### config.mk
export PLATFORM = sky130hd
export DESIGN_NAME = fft_inpl_cmult_sched
export DESIGN_NICKNAME = d
export VERILOG_FILES = /design/src/rtl/fft_inpl_cmult_sched_pkg.sv /design/src/rtl/fft_inpl_cmult_sched_rr_arb2.sv /design/src/rtl/fft_inpl_cmult_sched.sv
export SDC_FILE = /design/constraint.sdc
export NUM_CORES = 1
export LEC_CHECK = 0
export CAP_MARGIN = 10
export CORE_AREA = 8 8 143 145
export CTS_CLUSTER_SIZE = 14
export DETAILED_ROUTE_END_ITERATION = 7
export DIE_AREA = 0 0 151 153
export DONT_BUFFER_PORTS = 1
export HOLD_SLACK_MARGIN = 0.05
export PLACE_DENSITY = 0.3
export SYNTH_ARGS = -nofsm -noshare
export SYNTH_HDL_FRONTEND = slang
export SYNTH_SLANG_ARGS = --single-unit
### constraint.sdc
create_clock -name clk -period 1.6 [get_ports clk]
set_input_delay 0.16 -clock clk [delete_from_list [all_inputs] [get_ports clk]]
set_output_delay 0.16 -clock clk [all_outputs]
set_load 0.02 [all_outputs]
### src/rtl/fft_inpl_cmult_sched_pkg.sv
// Shared constants and types for the complex-multiplier scheduler.
package fft_inpl_cmult_sched_pkg;

    // Source identifiers carried in the sideband and returned on out_src.
    localparam logic SRC_BFLY = 1'b0;
    localparam logic SRC_WIN  = 1'b1;

    // Legal parameter ranges for the shared MAC pipeline.
    localparam int PIPE_LAT_MIN = 1;
    localparam int PIPE_LAT_MAX = 6;
    localparam int DW_MIN       = 2;
    localparam int DW_MAX       = 18;

    // Round-robin pointer: which requester wins the next contention.
    typedef enum logic {
        FAVOR_REQ0 = 1'b0,
        FAVOR_REQ1 = 1'b1
    } rr_ptr_e;

endpackage

### src/rtl/fft_inpl_cmult_sched_rr_arb2.sv
// Two-way arbiter, round-robin or fixed priority (req0 wins).
// The pointer moves only on an accepted grant, to the side not served.
module fft_inpl_cmult_sched_rr_arb2
    import fft_inpl_cmult_sched_pkg::*;
#(
    parameter int RR = 1
) (
    input  logic clk,
    input  logic rst,
    input  logic valid0,
    input  logic valid1,
    input  logic accept,
    output logic grant_valid,
    output logic grant_src
);

    rr_ptr_e ptr;

    // Combinational grant for the current cycle.
    always_comb begin
        // NOTE: defaults first so every path assigns every output; no latch is inferred.
        grant_valid = valid0 | valid1;
        grant_src   = SRC_BFLY;
        if (valid1 && (!valid0 || (RR != 0 && ptr == FAVOR_REQ1)))
            grant_src = SRC_WIN;
    end

    // Pointer register: favour the side that was not just served.
    always_ff @(posedge clk) begin
        // NOTE: sequential state uses non-blocking assignments so all flops sample together.
        if (rst)
            ptr <= FAVOR_REQ0;
        else if (accept)
            ptr <= (grant_src == SRC_BFLY) ? FAVOR_REQ1 : FAVOR_REQ0;
    end

endmodule

### src/rtl/fft_inpl_cmult_sched.sv
// Shares one complex MAC pipeline between the butterfly and window requesters.
// Arbitrates, muxes operands, drives MAC enables/clear and tracks a
// valid/src/tag sideband that lines up with the MAC result.
module fft_inpl_cmult_sched
    import fft_inpl_cmult_sched_pkg::*;
#(
    parameter int DW       = 18,
    parameter int RW       = 36,
    parameter int TAGW     = 4,
    parameter int PIPE_LAT = 3,
    parameter int RR       = 1
) (
    input  logic            clk,
    input  logic            rst,
    input  logic            req0_valid,
    output logic            req0_ready,
    input  logic [DW-1:0]   req0_dre,
    input  logic [DW-1:0]   req0_dim,
    input  logic [DW-1:0]   req0_cre,
    input  logic [DW-1:0]   req0_cim,
    input  logic [TAGW-1:0] req0_tag,
    input  logic            req1_valid,
    output logic            req1_ready,
    input  logic [DW-1:0]   req1_dre,
    input  logic [DW-1:0]   req1_dim,
    input  logic [DW-1:0]   req1_cre,
    input  logic [DW-1:0]   req1_cim,
    input  logic [TAGW-1:0] req1_tag,
    output logic [DW-1:0]   mac_dre,
    output logic [DW-1:0]   mac_dim,
    output logic [DW-1:0]   mac_cre,
    output logic [DW-1:0]   mac_cim,
    output logic            mac_en,
    output logic            mac_rstn,
    input  logic [RW-1:0]   mac_pre,
    input  logic [RW-1:0]   mac_pim,
    output logic            out_valid,
    input  logic            out_ready,
    output logic [RW-1:0]   out_re,
    output logic [RW-1:0]   out_im,
    output logic            out_src,
    output logic [TAGW-1:0] out_tag,
    output logic            busy
);

    if (PIPE_LAT < PIPE_LAT_MIN || PIPE_LAT > PIPE_LAT_MAX || DW < DW_MIN || DW > DW_MAX)
    begin : g_param_check
        $error("fft_inpl_cmult_sched: PIPE_LAT must be 1..6 and DW 2..18");
    end

    logic                grant_valid;
    logic                grant_src;
    logic                advance;
    logic                accept;
    logic [PIPE_LAT-1:0] sb_valid;
    logic [PIPE_LAT-1:0] sb_src;
    logic [TAGW-1:0]     sb_tag [PIPE_LAT];

    // The whole pipe (MAC and sideband) moves together; a held result freezes it.
    assign out_valid  = sb_valid[PIPE_LAT-1] & ~rst;
    assign advance    = ~out_valid | out_ready;
    assign accept     = grant_valid & advance & ~rst;
    assign req0_ready = accept & (grant_src == SRC_BFLY);
    assign req1_ready = accept & (grant_src == SRC_WIN);
    assign mac_en     = advance;
    assign mac_rstn   = ~rst;
    assign out_re     = mac_pre;
    assign out_im     = mac_pim;
    assign out_src    = sb_src[PIPE_LAT-1];
    assign out_tag    = sb_tag[PIPE_LAT-1];
    assign busy       = (|sb_valid) & ~rst;

    fft_inpl_cmult_sched_rr_arb2 #(.RR(RR)) u_arb (
        .clk         (clk),
        .rst         (rst),
        .valid0      (req0_valid),
        .valid1      (req1_valid),
        .accept      (accept),
        .grant_valid (grant_valid),
        .grant_src   (grant_src)
    );

    // Operand mux: granted requester's fields, zeros for a bubble.
    always_comb begin
        mac_dre = '0;
        mac_dim = '0;
        mac_cre = '0;
        mac_cim = '0;
        if (grant_valid) begin
            if (grant_src == SRC_WIN) begin
                mac_dre = req1_dre;
                mac_dim = req1_dim;
                mac_cre = req1_cre;
                mac_cim = req1_cim;
            end else begin
                mac_dre = req0_dre;
                mac_dim = req0_dim;
                mac_cre = req0_cre;
                mac_cim = req0_cim;
            end
        end
    end

    // Sideband valid shift register; cleared by reset so in-flight results vanish.
    always_ff @(posedge clk) begin
        if (rst) begin
            sb_valid <= '0;
        end else if (advance) begin
            for (int i = PIPE_LAT - 1; i > 0; i--)
                sb_valid[i] <= sb_valid[i-1];
            sb_valid[0] <= accept;
        end
    end

    // Sideband payload shift register, qualified by sb_valid.
    always_ff @(posedge clk) begin
        // NOTE: payload is not reset; it is only observed when its valid bit is set.
        if (advance) begin
            for (int i = PIPE_LAT - 1; i > 0; i--) begin
                sb_src[i] <= sb_src[i-1];
                sb_tag[i] <= sb_tag[i-1];
            end
            sb_src[0] <= grant_src;
            sb_tag[0] <= (grant_src == SRC_WIN) ? req1_tag : req0_tag;
        end
    end

endmodule
==> reports/results.txt <==
hpwl dp: 8600 um
worst reg2reg startpoint: u_arb.ptr
PwrDens: 764 mW/mm^2
MaxCap Viol Count: 0
Vias: 1,662
routability-driven placement congestion ratio: 0.809
RSZ-0062 raised after global routing: true
Seq/Total Area, Yosys: 0.266
TNS Setup: -0.00742 ns
Worst-Margin Slew: 0.386 ns
first-pass GRT wire length: 13,900 um
Hold Crit Start: req0_valid
Post-Syn Area per Cell: 9.54 um^2
failing checks: negative setup slack
Worst Hold Class: in2reg
Worst EP required: 1.44 ns
Post-route DRC: 0
Reg power frac: 0.287
Pre-antenna DRT Iters: 4
slew margin rel.: 0.742
crit end category: output port
share of cells above drive strength 1: 0.683
worst vdd ir: 0.492 mV
Top cell by count, worst path: buf_6
status: complete, but fails checks
ant diodes: 0
gr ovfl total: 0
Cell Int Power: 1420 uW
synthesis-to-finish area growth: 42.0%
crit path kind: reg2out
final net count: 397
H-tree levels: 1
initial antenna violation count: 0
Routed Antenna Nets: 0
worst r2r dst: sb_tag[0][0]
clk buf depth: 2
GRT Total Usage: 0.0817
Clock Power Share: 0.232
placed cell area: 0.00188 mm^2
CTS tree: yes
CP max stage delay: 0.37 ns
CTS buffer count: 3
Slew Viols, Final: 0
Top Family by Delay on Critical Path: buffers and inverters
vias in the first global route: 1,579
die span in x: 151 um
post-synthesis cell type count: 20
clock tree sinks: 19
Finish-stage setup viols: 1
switching pwr: 738 uW
Min Clock Period, post-route: 1.61 ns
flop and latch count out of synthesis: 19
crit-path cells: inv_2 -> a21boi_4 -> buf_6 -> buf_12 -> a22o_1 -> buf_6
Root Buffer: clkbuf_16
Die H: 153 um
clock skew: 0.00197 ns
Cells after Synth: 209
Worst Hold Path EP: sb_valid[0]
hold path cells: 2
Final period util: 1.00
Initial Util: 0.109
buffers added on ports: 0
later-pin clock latency in the skew report: 0.25 ns
DRT Wirelength: 12,400 um
via/cell ratio: 4.14
combinational share of power: 0.481
Ports: 384
post-route setup slack: -0.00742 ns
Avg WL per Cell: 30.8 um
drt first-iter violations: 146
critical path's slowest cell: dfxtp_4
Worst Setup Start Kind: register
Reg2Reg Setup Slack: 0.04 ns
post-synthesis cell area: 0.00199 mm^2
worst-path fanout max: 9
total die area: 0.0231 mm^2
Register-to-Register Path Depth: 6
Syn Nets: 438
clock transition at the registers of the reported paths: 0.05 ns
largest net degree at the start of global routing: 41
row cnt: 50
yosys warns: 0
fmax: 622 MHz
static leakage: 0.00112 uW
core area: 0.0183 mm^2
final hold viol count: 0
CP bufs+invs: 4
Sw Ratio: 0.341
CP arrival: 1.45 ns
design area: 0.00283 mm^2
==> timing repair <==
action / in CTS / in global routing
buffers inserted: 2 / 5
hold buffers: 2 / 0
gates resized for setup: 54 / 67
setup endpoints to repair: 73 / 76
cloned: 2 / 12
pin swaps: 2 / 10
hold endpoints to repair: 4 / 0
==> per-stage QoR <==
| stage | instances | worst slack, ns | power [uW] | hold slack (ns) | utilization |
|---|---|---|---|---|---|
| 3_5_place_dp | 374 | 0.0802 | 1310 | 0.233 | 0.103 |
| 6_report | 401 | -0.00742 | 2160 | 0.106 | 0.155 |
| 4_1_cts | 384 | -0.0471 | 1930 | 0.107 | 0.122 |
| 2_1_floorplan | 209 | 0.179 | 1410 | 0.229 | - |
| 3_3_place_gp | 374 | 0.120 | 1300 | 0.232 | 0.103 |
| 5_1_grt | 401 | -0.0647 | 2260 | 0.119 | 0.155 |
==> power groups by stage <==
| stage | clock, uW | sequential (uW) | combinational, uW |
|---|---|---|---|
| 2_1_floorplan | 0 | 608 | 801 |
| 3_3_place_gp | 0 | 630 | 674 |
| 3_5_place_dp | 0 | 631 | 676 |
| 4_1_cts | 514 | 622 | 793 |
| 5_1_grt | 552 | 626 | 1080 |
| 6_report | 502 | 621 | 1040 |
==> cells in the mapped netlist <==
master / instances / area, um^2
buf_2: 9 / 45.0
nor2_1: 4 / 15.0
buf_4: 79 / 593
inv_1: 1 / 3.75
nand2b_1: 2 / 12.5
nor2b_1: 2 / 12.5
mux2_1: 4 / 45.0
a22o_1: 72 / 631
and3_1: 2 / 12.5
clkbuf_1: 3 / 11.3
nor3_1: 3 / 15.0
edfxtp_1: 15 / 450
inv_2: 1 / 3.75
a21boi_4: 1 / 18.8
a21boi_1: 1 / 7.51
buf_6: 1 / 11.3
a311oi_1: 1 / 8.76
a21oi_1: 2 / 10.0
nand2_1: 2 / 7.51
dfxtp_1: 4 / 80.1
==> cell type report <==
class,count,area (um^2)
Clock buffer,4,78.8
Inverter,2,7.51
Timing Repair Buffer,46,727
Sequential cell,19,534
Multi-Input combinational cell,96,1190
Fill cell,2053,15400
Tap cell,234,293
==> registers in the layout, summed over array words and instances (netlist names) <==
| name | flops |
|---|---|
| sb_src | 3 |
| sb_tag | 12 |
| sb_valid | 3 |
| u_arb.ptr | 1 |
==> how the worst max path moves through the flow <==
stage / end / cells past startpoint / start
3_5_place_dp: sb_tag[0][2] / 4 / u_arb.ptr
6_report: mac_cim[1] / 6 / u_arb.ptr
2_1_floorplan: sb_src[0] / 2 / sb_valid[2]
5_1_grt: mac_dim[6] / 6 / u_arb.ptr
3_3_place_gp: sb_tag[0][1] / 4 / u_arb.ptr
4_1_cts: mac_cre[0] / 5 / u_arb.ptr
==> layer usage <==
metal,GRT usage,routed length (um)
met2,0.131,5990
met1,0.0881,4470
met4,0.0443,494
met3,0.0357,1400
met5,0,0
==> placed cells by master, fill, tap and decap left out, drive strengths merged, types with 3 or more instances in the layout <==
master  Yosys  final
a22o       72     72
buf        89     34
edfxtp     15     15
clkbuf      3     14
nor2        4      4
mux2        4      4
dfxtp       4      4
nor3        3      3
==> kinds of logic (layout without fill, tap and decap cells) <==
logic type             Yosys count  after routing  share of synthesized area
muxes                            4              4                     0.0226
buffers and inverters           94             52                      0.335
AOI/OAI and AO/OA               77             77                      0.339
and+or+nand+nor                 15             15                     0.0376
DFF                             19             19                      0.266
(Power assumes the default switching activity.)
